`src/rtl/fir_stream_filter.sv`:
```
// Streaming TAPS-tap signed FIR with runtime coefficients, round-half-up scaling and valid/ready flow control.
// Build option: define FIR_SAT_EN to clip the result and drive out_sat; otherwise the result wraps and out_sat stays 0.
module fir_stream_filter #(
  parameter int unsigned DATA_W = 8,
  parameter int unsigned COEF_W = 5,
  parameter int unsigned TAPS   = 5,
  parameter int unsigned OUT_W  = 8,
  parameter int unsigned SHIFT  = 2,
  parameter logic [TAPS*COEF_W-1:0] COEF_INIT = {TAPS{5'sd4}}
) (
  input  logic                     clk,
  input  logic                     rst,
  input  logic                     clear,
  input  logic                     in_valid,
  output logic                     in_ready,
  input  logic [DATA_W-1:0]        in_data,
  input  logic                     coef_we,
  input  logic [$clog2(TAPS)-1:0]  coef_addr,
  input  logic [COEF_W-1:0]        coef_data,
  output logic                     out_valid,
  input  logic                     out_ready,
  output logic [OUT_W-1:0]         out_data,
  output logic                     out_sat
);

  localparam int unsigned AW     = $clog2(TAPS);
  localparam int unsigned PROD_W = DATA_W + COEF_W;
  localparam int unsigned ACC_W  = PROD_W + $clog2(TAPS);
  // One guard bit so the rounding constant can never overflow the accumulator.
  localparam int unsigned SUM_W  = ACC_W + 1;
  localparam int unsigned RND    = (1 << SHIFT) >> 1;
  localparam logic signed [SUM_W-1:0] RND_S = SUM_W'(RND);
`ifdef FIR_SAT_EN
  localparam logic signed [SUM_W-1:0] MAX_S = SUM_W'((1 << (OUT_W - 1)) - 1);
  localparam logic signed [SUM_W-1:0] MIN_S = ~MAX_S;
`endif

  logic signed [DATA_W-1:0] x_q    [TAPS];
  logic signed [DATA_W-1:0] x_d    [TAPS];
  logic signed [COEF_W-1:0] c_q    [TAPS];
  logic signed [COEF_W-1:0] c_d    [TAPS];
  logic signed [PROD_W-1:0] prod_q [TAPS];
  logic signed [PROD_W-1:0] prod_d [TAPS];
  logic                     s1_valid_q, s1_valid_d;
  logic                     out_valid_q, out_valid_d;
  logic [OUT_W-1:0]         out_data_q, out_data_d;
  logic                     out_sat_q, out_sat_d;

  logic                     adv_c;
  logic                     accept_c;
  logic signed [PROD_W-1:0] xe_c, ce_c;
  logic signed [SUM_W-1:0]  sum_c, rnd_sum_c, shifted_c;
  logic [OUT_W-1:0]         res_c;
  logic                     sat_c;

  assign adv_c     = ~out_valid_q | out_ready;
  assign in_ready  = adv_c & ~clear;
  assign accept_c  = in_valid & in_ready;
  assign out_valid = out_valid_q;
  assign out_data  = out_data_q;
  assign out_sat   = out_sat_q;

  // S2 datapath: sum products, round half up, arithmetic shift, then clip or wrap.
  always_comb begin
    sum_c = '0;
    for (int k = 0; k < TAPS; k++) begin
      sum_c = sum_c + SUM_W'(prod_q[k]);
    end
    rnd_sum_c = sum_c + RND_S;
    shifted_c = rnd_sum_c >>> SHIFT;
`ifdef FIR_SAT_EN
    if (shifted_c > MAX_S) begin
      res_c = OUT_W'(MAX_S);
      sat_c = 1'b1;
    end else if (shifted_c < MIN_S) begin
      res_c = OUT_W'(MIN_S);
      sat_c = 1'b1;
    end else begin
      res_c = OUT_W'(shifted_c);
      sat_c = 1'b0;
    end
`else
    res_c = OUT_W'(shifted_c);
    sat_c = 1'b0;
`endif
  end

  // Next state for delay line, S1 products, S2 output and coefficient bank.
  always_comb begin
    x_d         = x_q;
    c_d         = c_q;
    prod_d      = prod_q;
    s1_valid_d  = s1_valid_q;
    out_valid_d = out_valid_q;
    out_data_d  = out_data_q;
    out_sat_d   = out_sat_q;
    xe_c        = '0;
    ce_c        = '0;

    if (accept_c) begin
      x_d[0] = in_data;
      for (int k = 1; k < TAPS; k++) begin
        x_d[k] = x_q[k-1];
      end
    end

    // Products are formed from the freshly shifted line so a sample reaches S1 on its accept edge.
    if (adv_c) begin
      s1_valid_d = accept_c;
      for (int k = 0; k < TAPS; k++) begin
        xe_c      = PROD_W'(x_d[k]);
        ce_c      = PROD_W'(c_q[k]);
        prod_d[k] = xe_c * ce_c;
      end
      out_valid_d = s1_valid_q;
      if (s1_valid_q) begin
        out_data_d = res_c;
        out_sat_d  = sat_c;
      end
    end

    if (clear) begin
      for (int k = 0; k < TAPS; k++) begin
        x_d[k] = '0;
      end
      s1_valid_d  = 1'b0;
      out_valid_d = 1'b0;
    end

    // Out-of-range addresses match no tap and are dropped.
    for (int k = 0; k < TAPS; k++) begin
      if (coef_we && (coef_addr == AW'(k))) begin
        c_d[k] = coef_data;
      end
    end
  end

  always_ff @(posedge clk or posedge rst) begin
    if (rst) begin
      for (int k = 0; k < TAPS; k++) begin
        x_q[k]    <= '0;
        c_q[k]    <= COEF_INIT[k*COEF_W +: COEF_W];
        prod_q[k] <= '0;
      end
      s1_valid_q  <= 1'b0;
      out_valid_q <= 1'b0;
      out_data_q  <= '0;
      out_sat_q   <= 1'b0;
    end else begin
      x_q         <= x_d;
      c_q         <= c_d;
      prod_q      <= prod_d;
      s1_valid_q  <= s1_valid_d;
      out_valid_q <= out_valid_d;
      out_data_q  <= out_data_d;
      out_sat_q   <= out_sat_d;
    end
  end

endmodule
```
`config.mk`:
```
export PLATFORM = sky130hd
export DESIGN_NAME = fir_stream_filter
export DESIGN_NICKNAME = d
export VERILOG_FILES = /design/src/rtl/fir_stream_filter.sv
export SDC_FILE = /design/constraint.sdc
export NUM_CORES = 1
export LEC_CHECK = 0
export CAP_MARGIN = 20
export CORE_MARGIN = 2
export CORE_UTILIZATION = 65
export CTS_BUF_LIST = sky130_fd_sc_hd__clkbuf_4
export DETAILED_ROUTE_END_ITERATION = 8
export PLACE_DENSITY = 0.83
export REMOVE_ABC_BUFFERS = 1
export SLEW_MARGIN = 20
export SYNTH_ARGS = -nofsm -noshare
export SYNTH_HDL_FRONTEND = slang
export SYNTH_SLANG_ARGS = --single-unit
```
`constraint.sdc`:
```
create_clock -name clk -period 6.1 [get_ports clk]
set_input_delay 0.61 -clock clk [delete_from_list [all_inputs] [get_ports clk]]
set_output_delay 0.61 -clock clk [all_outputs]
set_load 0.03 [all_outputs]
```
; ---- Word-level counts from Yosys, hierarchy flattened
; Cells that the tools add are included.
[totals]
regBits = 125
input_bits = 22
[classes]
add_sub_neg = 5
multipliers = 5
n_eq_ne = 4
mux = 6
n_bitwise = 5
reduce_logical = 8
[op_table]
columns = operator, n
row1 = two-way mux 40 bit, 2
row2 = multiplier 8 x 5 -> 10 bit, 5
row3 = adder 10 bit, 4
row4 = "adder 10 x 3 -> 10 bit, second input constant", 1
row5 = "equality test 3 x 2 -> 1 bit, second input constant", 2
row6 = logical AND 1 bit, 5
row7 = two-way mux 1 bit, 4
row8 = "equality test 3 x 1 -> 1 bit, second input constant", 1
row9 = "equality test 3 bit, second input constant", 1
row10 = logical NOT 3 bit, 1
row11 = AND 1 bit, 2
row12 = NOT 1 bit, 2
row13 = AND reduction 2 bit, 1
row14 = nonzero test 2 bit, 1
row15 = OR 1 bit, 1

; ---- Longest topological paths before layout
; Gate-level depths: netlist of run 1.
[depth]
ltp_word = 6
mapped_depth = 21
mapped_depth_nobuf = 18

; ---- Least setup slack after synthesis of run 1
; No wires, ideal clock.
[synth_path]
path_kind = reg2reg
start = register out_valid_q (netlist: out_valid)
end = register prod_q[22] (netlist name)
arrival_ps = 4960
required_ps = 5975
setup_slack_ps = 1016
stages_incl_launch_ff = 20
n_path_buf = 3
synth_period_minus_slack_ps = 5084
cell_sequence = dfrtp_1 > nor2b_4 > buf_6 > nor3_4 > buf_6 > buf_2 > mux2i_1 > nor2b_1 > fa_1 > fa_1 > inv_1 > fa_1 > inv_1 > ha_1 > nor2b_1 > o31a_1 > o21ai_0 > nand2b_1 > xnor3_1 > mux2_2
[synth_via]
elab_chain_cells = 6
[synth_rtl]
columns = item, line_no
row1 = from (decl), 45  ; logic out_valid_q, out_valid_d;
row2 = from (signal assigned), 154  ; out_valid_q <= out_valid_d;
row3 = NOT 1 bit (*), 56  ; assign adv_c = ~out_valid_q | out_ready;
row4 = OR 1 bit (*), 56
row5 = AND 1 bit, 57  ; assign in_ready = adv_c & ~clear;
row6 = AND 1 bit, 58  ; assign accept_c = in_valid & in_ready;
row7 = two-way mux 40 bit, 100  ; if (accept_c) begin
row8 = multiplier 8 x 5 -> 10 bit, 113  ; prod_d[k] = xe_c * ce_c;
row9 = to (signal assigned), 152  ; prod_q <= prod_d;
row10 = to (decl), 42  ; logic signed [PROD_W-1:0] prod_q [TAPS];
; Every way passes the cells marked *; elsewhere a longest branch is shown, timed or not.
; A chain may end at the register's enable or synchronous reset.

; ---- Worst setup path after layout of run 1
[layout_path]
start = input port in_valid
end = register prod_q[35] (netlist name)
[layout_via]
elab_chain_cells = 3
[layout_rtl]
columns = item, line_no
row1 = from (decl), 14  ; input logic in_valid,
row2 = AND 1 bit, 58
row3 = two-way mux 40 bit, 100
row4 = multiplier 8 x 5 -> 10 bit, 113
; Every way passes these cells.

==> results of run 1 <==
-- worst register-to-register path, cell delays in order (launching register included) --
cell,delay [ns]
dfrtp_1,0.42
nor2b_4,0.17
nor3_4,0.15
buf_12,0.31
mux2i_1,0.58
nand2b_1,0.22
fa_1,0.42
fa_1,0.47
fa_1,0.49
inv_1,0.06
fa_1,0.42
a211oi_1,0.35
o21bai_1,0.14
a21oi_1,0.18
xnor3_1,0.24
xnor2_1,0.21
a21oi_1,0.10
-- state kept, by name, summed over array words and instances (netlist names) --
name        count
prod_q         50
x_q            40
c_q            25
out_data        8
out_valid       1
s1_valid_q      1
-- kinds of logic (layout without fill, tap and decap cells) --
group / Yosys count / after routing / synth area share
compound gates: 143 / 143 / 0.0811
fa+ha+maj: 210 / 210 / 0.306
simple gates: 361 / 361 / 0.162
other cells: 1 / 1 / 0.000328
buf+inv: 210 / 251 / 0.0715
flops: 125 / 125 / 0.274
xor+xnor: 53 / 53 / 0.0466
mux: 64 / 64 / 0.0590
-- cell usage in the layout, fill, tap and decap left out, drive strengths merged, types with 4 or more instances in the layout --
master           n
nand4           10
clkdlybuf4s50   30
o31a             4
a21oi           30
nor3             6
nand2          109
o31ai            8
mux2i           37
xnor3            5
clkbuf          19
mux2            27
ha              94
buf             11
a21o            11
fa             116
nor2            61
o21ai           43
xnor2           38
inv            178
dfstp            5
xor2            10
nand2b          32
o211ai           6
a21bo            5
clkinv           6
dfrtp          120
a211oi           5
bufinv           5
o21a            10
o21bai           6
and2            26
nor2b          109
-- layout make-up --
class / instances / area, µm²
clock buffer: 19 / 143
fill: 1264 / 4930
tap: 225 / 282
multi-input combinational: 832 / 7490
timing repair buffer: 41 / 393
sequential: 125 / 3130
clock inverter: 13 / 196
inverter: 178 / 671
-- synthesized netlist by cell type, drive strengths merged (2+ instances only) --
cell and n:
o21a 10, clkbuf 20, nand4 10, xnor3 5
nor3b 3, buf 12, mux2 27, o211ai 6
o31a 4, or2 2, fa 116, mux2i 37
a211oi 5, dfstp 5, nand2 109, a21oi 30
a22oi 3, a21o 11, inv 178, ha 94
nor2b 109, o21bai 6, a21bo 5, and2 26
a31o 3, nor3 6, nand3 2, o31ai 8
o311a 2, dfrtp 120, xor2 10, nor2 61
nand2b 32, o21ai 43, xnor2 38, a2bb2oi 2
-- worst paths after layout --
check | from | endpoint | slack (ns) | cells after the start
max | in_valid | prod_q[35]$_DFFE_PP0N_ | 0.90 | 17
min | out_data[5]$_DFFE_PP0P_ | out_data[5]$_DFFE_PP0P_ | 0.49 | 2
max reg2reg | out_valid$_DFFE_PP0P_ | prod_q[35]$_DFFE_PP0N_ | 1.06 | 16
min reg2reg | out_data[5]$_DFFE_PP0P_ | out_data[5]$_DFFE_PP0P_ | 0.49 | 2
max in group asynchronous | rst | prod_q[34]$_DFFE_PP0N_ | 4.29 | 3
min in group asynchronous | rst | prod_q[5]$_DFFE_PP0N_ | 0.56 | 2
-- per-stage QoR --
step	instance area, µm²	std cells	TNS, ns
final	12300	1433	0
after floorplan	11300	1135	-0.00621
after detailed placement	12000	1401	0
after global routing	12300	1433	0
after global placement	12000	1401	0
after CTS	12300	1433	0
-- power groups by stage --
stage / Sequential (mW) / Combinational (mW) / Clock (mW)
final: 1.20 / 1.97 / 0.696
after global routing: 1.22 / 2.23 / 0.741
after CTS: 1.20 / 1.98 / 0.704
after detailed placement: 1.21 / 1.96 / 0
after global placement: 1.20 / 1.87 / 0
after floorplan: 1.18 / 1.48 / 0
-- layer usage --
layer | global-route usage | up-vias | wire length (µm)
li1 | - | 3764 | -
met1 | 0.404 | 3892 | 10900
met2 | 0.450 | 205 | 11700
met3 | 0.0659 | 41 | 1440
met4 | 0.0764 | 0 | 520
met5 | 0 | - | 0
==> impl_metrics.toml, run 1 <==
[placed_design]
hpwl_mm = 19.5
portBuffers = 31
post-place-ws_ns = 0.359
gp_congestion = 0.869

[floorplanning]
die_w_um = 137
num_rows = 48
core_area_um2 = 17200
fp.dieArea_um2 = 18700
pin_count = 33
initial_core_util = 0.664
dieHeight_um = 137

[clocking]
clock_sinks = 125
hold_buffers = 0
root_buffer = "clkbuf_4"
cts.repair.resized = 0
htree_levels = 4
clk_pin_slew_ns = 0.11
clock_path_buffers = 2
postCtsSetupRepairBufs = 0
tritoncts = "built"
cts_buffers = 17
clk_latency_ns = 0.57

[drt]
via_count = 7902
drtIter0Drc = 593
wl_per_cell_um = 17.2
drt-vias-per-instance = 5.51
drt_wl_total_mm = 24.6
ant_nets = 0
drc = 0
dr.pass1.iters = 6

[final_layout]
layout-drive-gt1-share = 0.0720
area_delta_synth_final_pct = 7.59
antenna_cells = 0
utilization = 0.714
nets = 1427

[logic_synthesis]
seq_area_frac_synth = 0.274
postSynthCellCount = 1167
synth_edf_count = 0
async_flop_share = 1.00
synth_area_um2 = 11400
yosysTopAreaCellShare = 0.263
yosys_warnings = 0
synth-main-ff-cell = "dfrtp_1"
synth_area_leaders = "dfrtp_1 (26%), fa_1 (20%), ha_1 (10%)"
postSynthAreaPerCell_um2 = 9.80
synth-seq-cells = 125
synth_top_area_cell = "dfrtp_1"
ys_types = 53

[global_routing]
grt_pass1_vias = 8086
grt_max_degree = 72
grt_antenna_before_repair = 0
track_usage = 0.286
grt_overflow = 0
grt_first_pass_wirelength_mm = 40.7

[timing]
finalHoldViolCount = 0
worst_pin_slew_ns = 0.879
skew_ns = 0.0167
fin_crit_sh = 0.852
relSlewSlack = 0.414
max_clock_freq_ghz = 0.192
rsz0062_at_grt = "false"
setup_viol = 0
slew_viol_final = 0
hold_ws_ns = 0.486
setup_ws_ns = 0.903
min_period_ns = 5.20

[power_and_ir_drop]
clkPwrFrac = 0.180
vdd_drop_max_v = 0.000518
p_total_mw = 3.87
p_per_area_nw_per_um2 = 314
p_comb_frac = 0.510
p_sw_mw = 1.57
seqPwrFrac = 0.310
internal-power_mw = 2.30
p_leak_nw = 5.80
swShare = 0.405

[setup_path]
critPathArrivalTime_ns = 5.63
crit_required_ns = 6.53
cp-end-kind = "flip-flop"
crit_buf_inv = 4
crit_chain = "clkdlybuf4s50_1 > inv_2 > nor3_4 > buf_12 > mux2i_1 > nand2b_1 > fa_1 > fa_1 > fa_1 > inv_1 > fa_1 > a211oi_1 > o21bai_1 > a21oi_1 > xnor3_1 > xnor2_1 > a21oi_1"
slowest_delay_ns = 0.56
critical_path_class = "in -> reg"
crit_family = "adder cells"
crit_fanout = 43
crit_top_cell = "fa_1"
start_kind = "input port"
cp_slowest_cell = "mux2i_1"

[status]
outcome = "complete, no violations"

[min_path]
min-delay-path-class = "reg -> reg"

[run]
drv_cap = 0
Power figures use the tool's default switching activity.
==> inputs of run 2 (changes only) <==
--- a/config.mk
+++ b/config.mk
@@ -7,10 +7,10 @@
 export LEC_CHECK = 0
 export CAP_MARGIN = 20
 export CORE_MARGIN = 2
-export CORE_UTILIZATION = 65
+export CORE_UTILIZATION = 48
 export CTS_BUF_LIST = sky130_fd_sc_hd__clkbuf_4
 export DETAILED_ROUTE_END_ITERATION = 8
-export PLACE_DENSITY = 0.83
+export GPL_TIMING_DRIVEN = 0
 export REMOVE_ABC_BUFFERS = 1
 export SLEW_MARGIN = 20
 export SYNTH_ARGS = -nofsm -noshare
==> run 2 against run 1 <==
Cell count grew 6.5%; setup slack got worse by 0.70 ns; worst hold slack got worse by 0.051 ns; first-iteration DRC count is 21% lower.
==> impl_metrics.toml, run 2 (same netlist as run 1, synthesis figures left out) <==
[status]
outcome = "complete, no violations"

[setup_path]
slowest_delay_ns = 0.82
critical_path_class = "in -> reg"
worstSetupStartpoint = "in_valid"
crit_chain = "clkdlybuf4s50_1 > inv_2 > nor3_4 > buf_8 > buf_8 > mux2i_1 > and2_1 > fa_1 > fa_1 > inv_1 > fa_1 > inv_1 > ha_1 > nor2b_1 > o31a_1 > o21ai_0 > nand2b_1 > xnor3_1 > o21ai_1"
reg2regPathDepth = 20
reg2reg_from = "out_valid$_DFFE_PP0P_"
crit_top_cell = "fa_1"
critPathArrivalTime_ns = 6.40
crit_fanout = 15
crit_required_ns = 6.60
cp_slowest_cell = "clkdlybuf4s50_1"
cp-end-kind = "flip-flop"
start_kind = "input port"

[floorplanning]
pin_count = 33
die_w_um = 158
dieHeight_um = 158
initial_core_util = 0.489
num_rows = 56
core_area_um2 = 23400
fp.dieArea_um2 = 25100

[final_layout]
final_cell_mix = "inv_1 (176), dfrtp_1 (120), fa_1 (116)"
mostFrequentLayoutCell = "inv_1"
fin_cells = 1526
largest_register = "prod_q"
utilization = 0.533
final_area_um2 = 12500
largest_register_ffs = 50
nets = 1425
reg_top3 = "prod_q x50, x_q x40, c_q x25"
ff_latch_area_um2 = 3130
fillers = 2209
multi_input_area_um2 = 7490
layout-drive-gt1-share = 0.0721
area_delta_synth_final_pct = 9.13

[placed_design]
place_inst = 1493
gp_congestion = 0.804
portBuffers = 31
placedInstanceArea_um2 = 12200
hpwl_mm = 19.5

[timing]
max_clock_freq_ghz = 0.170
skew_ns = 0.0235
fin_crit_sh = 0.967
relSlewSlack = 0.449
slew_viol_final = 0
setup_viol = 0
min_period_ns = 5.90
worst_pin_slew_ns = 0.820
rsz0062_at_grt = "false"
finalHoldViolCount = 0

[drt]
wl_per_cell_um = 16.0
drt-vias-per-instance = 5.04
drt_wl_total_mm = 24.5
via_count = 7692
wl_met2_mm = 11.1
top_layer = "met4"
dr_wl_met3_um = 798
wl_met1_mm = 12.2
drc = 0
dr.pass1.iters = 4
ant_nets = 0
drtIter0Drc = 466

[global_routing]
grt_first_pass_wirelength_mm = 41.5
track_usage = 0.216
grt_overflow = 0
grt_antenna_before_repair = 1
grt_max_degree = 69
grt_pass1_vias = 7854

[clocking]
clock_sinks = 125
hold_buffers = 0
tritoncts = "built"
clock_path_buffers = 2
clk_latency_ns = 0.57
postCtsSetupRepairBufs = 0
cts.repair.resized = 0
htree_levels = 4
clk_pin_slew_ns = 0.12
root_buffer = "clkbuf_4"
cts_buffers = 17

[power_and_ir_drop]
p_per_area_nw_per_um2 = 307
vdd_drop_max_v = 0.000297
p_leak_nw = 5.80

[run]
drv_cap = 0

[min_path]
min-delay-path-class = "in -> async"
## run 2: power by group
| group | leakage [nW] | internal (mW) | switching, mW |
|---|---|---|---|
| clock network | 0.151 | 0.294 | 0.351 |
| registers | 1.61 | 0.989 | 0.216 |
| logic | 4.04 | 0.950 | 1.03 |
| total | 5.80 | 2.23 | 1.60 |
## run 2: final cells by class
type / count / area share
Timing Repair Buffer: 39 / 0.0375
Sequential cell: 125 / 0.251
Multi-Input combinational cell: 832 / 0.600
Inverter: 178 / 0.0541
Antenna cell: 1 / 0.000200
Clock buffer: 19 / 0.0114
Tap cell: 319 / 0.0320
Clock inverter: 13 / 0.0134
## run 2: final timing paths
kind / to / slack [ns]
min reg2reg: out_data[3]$_DFFE_PP0P_ / 0.48
min: prod_q[2]$_DFFE_PP0N_ / 0.44
max in group asynchronous: x_q[19]$_DFF_PP0_ / 4.98
min in group clk: out_data[3]$_DFFE_PP0P_ / 0.48
max reg2reg: prod_q[61]$_DFFE_PP0N_ / 0.37
max: prod_q[61]$_DFFE_PP0N_ / 0.20
## run 2: worst max-delay path: cells and delay by family
family	cells	cell delay, ns
fa+ha+maj	4	1.70
buf+inv	6	1.56
simple gates	4	1.04
compound gates	3	0.59
mux	1	0.53
xor+xnor	1	0.34
## run 2: per-layer routing
layer,vias up,track usage
met4,0,0.0588
met3,29,0.0348
met2,113,0.332
met5,-,0
met1,3778,0.317
li1,3772,-
## run 2: metrics by stage
| step | setup slack, ns | power [mW] | hold WS, ns | setup TNS [ns] |
|---|---|---|---|---|
| global route | 0.00503 | 4.20 | 0.448 | 0 |
| floorplan | -0.00375 | 2.66 | 0.450 | -0.00621 |
| finish | 0.204 | 3.83 | 0.435 | 0 |
| global placement | -3.42 | 3.15 | 0.460 | -103.60 |
| detailed placement | -0.294 | 3.19 | 0.465 | -1.38 |
| CTS | 0.287 | 3.85 | 0.449 | 0 |
==> inputs of run 3 (changes only) <==
--- a/config.mk
+++ b/config.mk
@@ -6,11 +6,10 @@
 export NUM_CORES = 1
 export LEC_CHECK = 0
 export CAP_MARGIN = 20
-export CORE_MARGIN = 2
+export CORE_MARGIN = 1
 export CORE_UTILIZATION = 48
 export CTS_BUF_LIST = sky130_fd_sc_hd__clkbuf_4
 export DETAILED_ROUTE_END_ITERATION = 8
-export GPL_TIMING_DRIVEN = 0
 export REMOVE_ABC_BUFFERS = 1
 export SLEW_MARGIN = 20
 export SYNTH_ARGS = -nofsm -noshare
==> run 3 against run 2 <==
Setup slack improved by 0.67 ns; worst hold slack improved by 0.050 ns; power decreased by 1.7%; core utilization decreased by 0.29 points; wire length increased by 4.8%; non-clock buffer count increased by 8; sequential share of layout area increased by 0.14 points; first-iteration DRC count decreased by 19%; clock power decreased by 7.3%; cell area decreased by 0.54%; critical path depth decreased by 2; critical path type unchanged; critical endpoint is now prod_q[35]$_DFFE_PP0N_.
==> impl_metrics.toml, run 3 (same netlist as run 1, synthesis figures left out) <==
[drt]
via_count = 7669
ant_nets = 0
drc = 0
drtIter0Drc = 378
dr.pass1.iters = 4
drt-vias-per-instance = 5.00
drt_wl_total_mm = 25.6
wl_per_cell_um = 16.7

[setup_path]
cp_slowest_cell = "mux2i_1"
crit_family = "adder cells"
crit_buf_inv = 4
critical_path_class = "in -> reg"
crit_fanout = 32
crit_required_ns = 6.52
crit_top_cell = "fa_1"
cp-end-kind = "flip-flop"
critPathArrivalTime_ns = 5.64
slowest_delay_ns = 0.56
start_kind = "input port"
crit_chain = "clkdlybuf4s50_1 > inv_2 > nor3_4 > buf_12 > mux2i_1 > nand2_1 > fa_1 > fa_1 > fa_1 > inv_1 > fa_1 > a211oi_1 > o21bai_1 > a21oi_1 > xnor3_1 > xnor2_1 > a21oi_1"

[timing]
worst_pin_slew_ns = 0.847
relSlewSlack = 0.431
min_period_ns = 5.23
hold_ws_ns = 0.485
rsz0062_at_grt = "false"
skew_ns = 0.0260
setup_ws_ns = 0.873
slew_viol_final = 0
finalHoldViolCount = 0
fin_crit_sh = 0.857
max_clock_freq_ghz = 0.191
setup_viol = 0

[placed_design]
hpwl_mm = 20.5
placedInstanceArea_um2 = 12100
gp_congestion = 0.850
portBuffers = 31
post-place-ws_ns = 0.367

[clocking]
htree_levels = 4
clk_latency_ns = 0.58
clock_path_buffers = 2
tritoncts = "built"
cts_buffers = 17
clock_sinks = 125
root_buffer = "clkbuf_4"
cts.repair.resized = 0
hold_buffers = 0
clk_pin_slew_ns = 0.11
postCtsSetupRepairBufs = 0

[final_layout]
area_delta_synth_final_pct = 8.54
final_area_um2 = 12400
largest_register_ffs = 50
largest_register = "prod_q"
multi_input_area_um2 = 7490
mostFrequentLayoutCell = "inv_1"
layout-drive-gt1-share = 0.0774
final_cell_mix = "inv_1 (176), dfrtp_1 (120), fa_1 (116)"
fillers = 2238
reg_top3 = "prod_q x50, x_q x40, c_q x25"
nets = 1433
ff_latch_area_um2 = 3130

[global_routing]
grt_antenna_before_repair = 1
track_usage = 0.230
grt_first_pass_wirelength_mm = 42.7
grt_pass1_vias = 7867
grt_max_degree = 78
grt_overflow = 0

[floorplanning]
core_area_um2 = 23400
die_w_um = 156
num_rows = 56
initial_core_util = 0.489
fp.dieArea_um2 = 24400
dieHeight_um = 156
pin_count = 33

[power_and_ir_drop]
vdd_drop_max_v = 0.000256
p_leak_nw = 5.79
p_total_mw = 3.77
p_per_area_nw_per_um2 = 303

[min_path]
min-delay-path-class = "reg -> reg"

[run]
drv_cap = 0

[status]
outcome = "complete, no violations"
run 3: cell types whose count changed in the layout (fill, tap and decap cells not counted):
cell | previous run | this run
clkinvlp_4 | 5 | 3
nand2b_4 | 1 | 0
clkbuf_4 | 19 | 18
buf_16 | 3 | 0
nand2b_2 | 0 | 1
buf_8 | 4 | 0
inv_6 | 1 | 3
bufinv_16 | 3 | 2
inv_8 | 1 | 0
clkinv_1 | 0 | 1
clkinv_2 | 1 | 3
buf_4 | 0 | 15
run 3: power breakdown:
| part | internal [mW] | leakage, nW | switching, mW |
|---|---|---|---|
| sequential | 0.989 | 1.61 | 0.213 |
| combinational | 0.941 | 4.04 | 1.03 |
| clock | 0.247 | 0.146 | 0.351 |
| total | 2.18 | 5.79 | 1.59 |
run 3: through the flow:
step                utilization  setup TNS (ns)  instances
floorplan                     -        -0.00621       1135
global placement          0.518               0       1501
detailed placement        0.518               0       1501
CTS                       0.530               0       1533
global route              0.530               0       1534
finish                    0.530               0       1534
run 3: worst paths after layout:
check | from | to | slack [ns] | cells past startpoint
setup / recovery | in_valid | prod_q[35]$_DFFE_PP0N_ | 0.87 | 17
hold / removal | out_data[5]$_DFFE_PP0P_ | out_data[5]$_DFFE_PP0P_ | 0.49 | 2
setup reg to reg | out_valid$_DFFE_PP0P_ | prod_q[35]$_DFFE_PP0N_ | 1.02 | 16
max in group asynchronous | rst | c_q[16]$_DFFE_PP0P_ | 4.42 | 3
min in group asynchronous | rst | prod_q[4]$_DFFE_PP0N_ | 0.52 | 2
hold reg to reg | out_data[5]$_DFFE_PP0P_ | out_data[5]$_DFFE_PP0P_ | 0.49 | 2
run 3: worst min-delay path: stages, from the launching register on:
cell     delay [ns]
dfrtp_1        0.36
nand2_1        0.05
o31ai_1        0.05
run 3: cell type report:
cell class,instances,area share
Multi-Input combinational cell,832,0.603
Sequential cell,125,0.252
Inverter,178,0.0542
Timing Repair Buffer,47,0.0353
Tap cell,319,0.0322
Clock inverter,14,0.0117
Clock buffer,18,0.0109
Antenna cell,1,0.000202
run 3: metal layers:
layer / part of all wire / vias to the layer above / global-route usage
met1: 0.50 / 3753 / 0.333
met5: 0 / - / 0
li1: - / 3778 / -
met3: 0.037 / 19 / 0.0407
met4: 0.010 / 0 / 0.0453
met2: 0.45 / 119 / 0.361
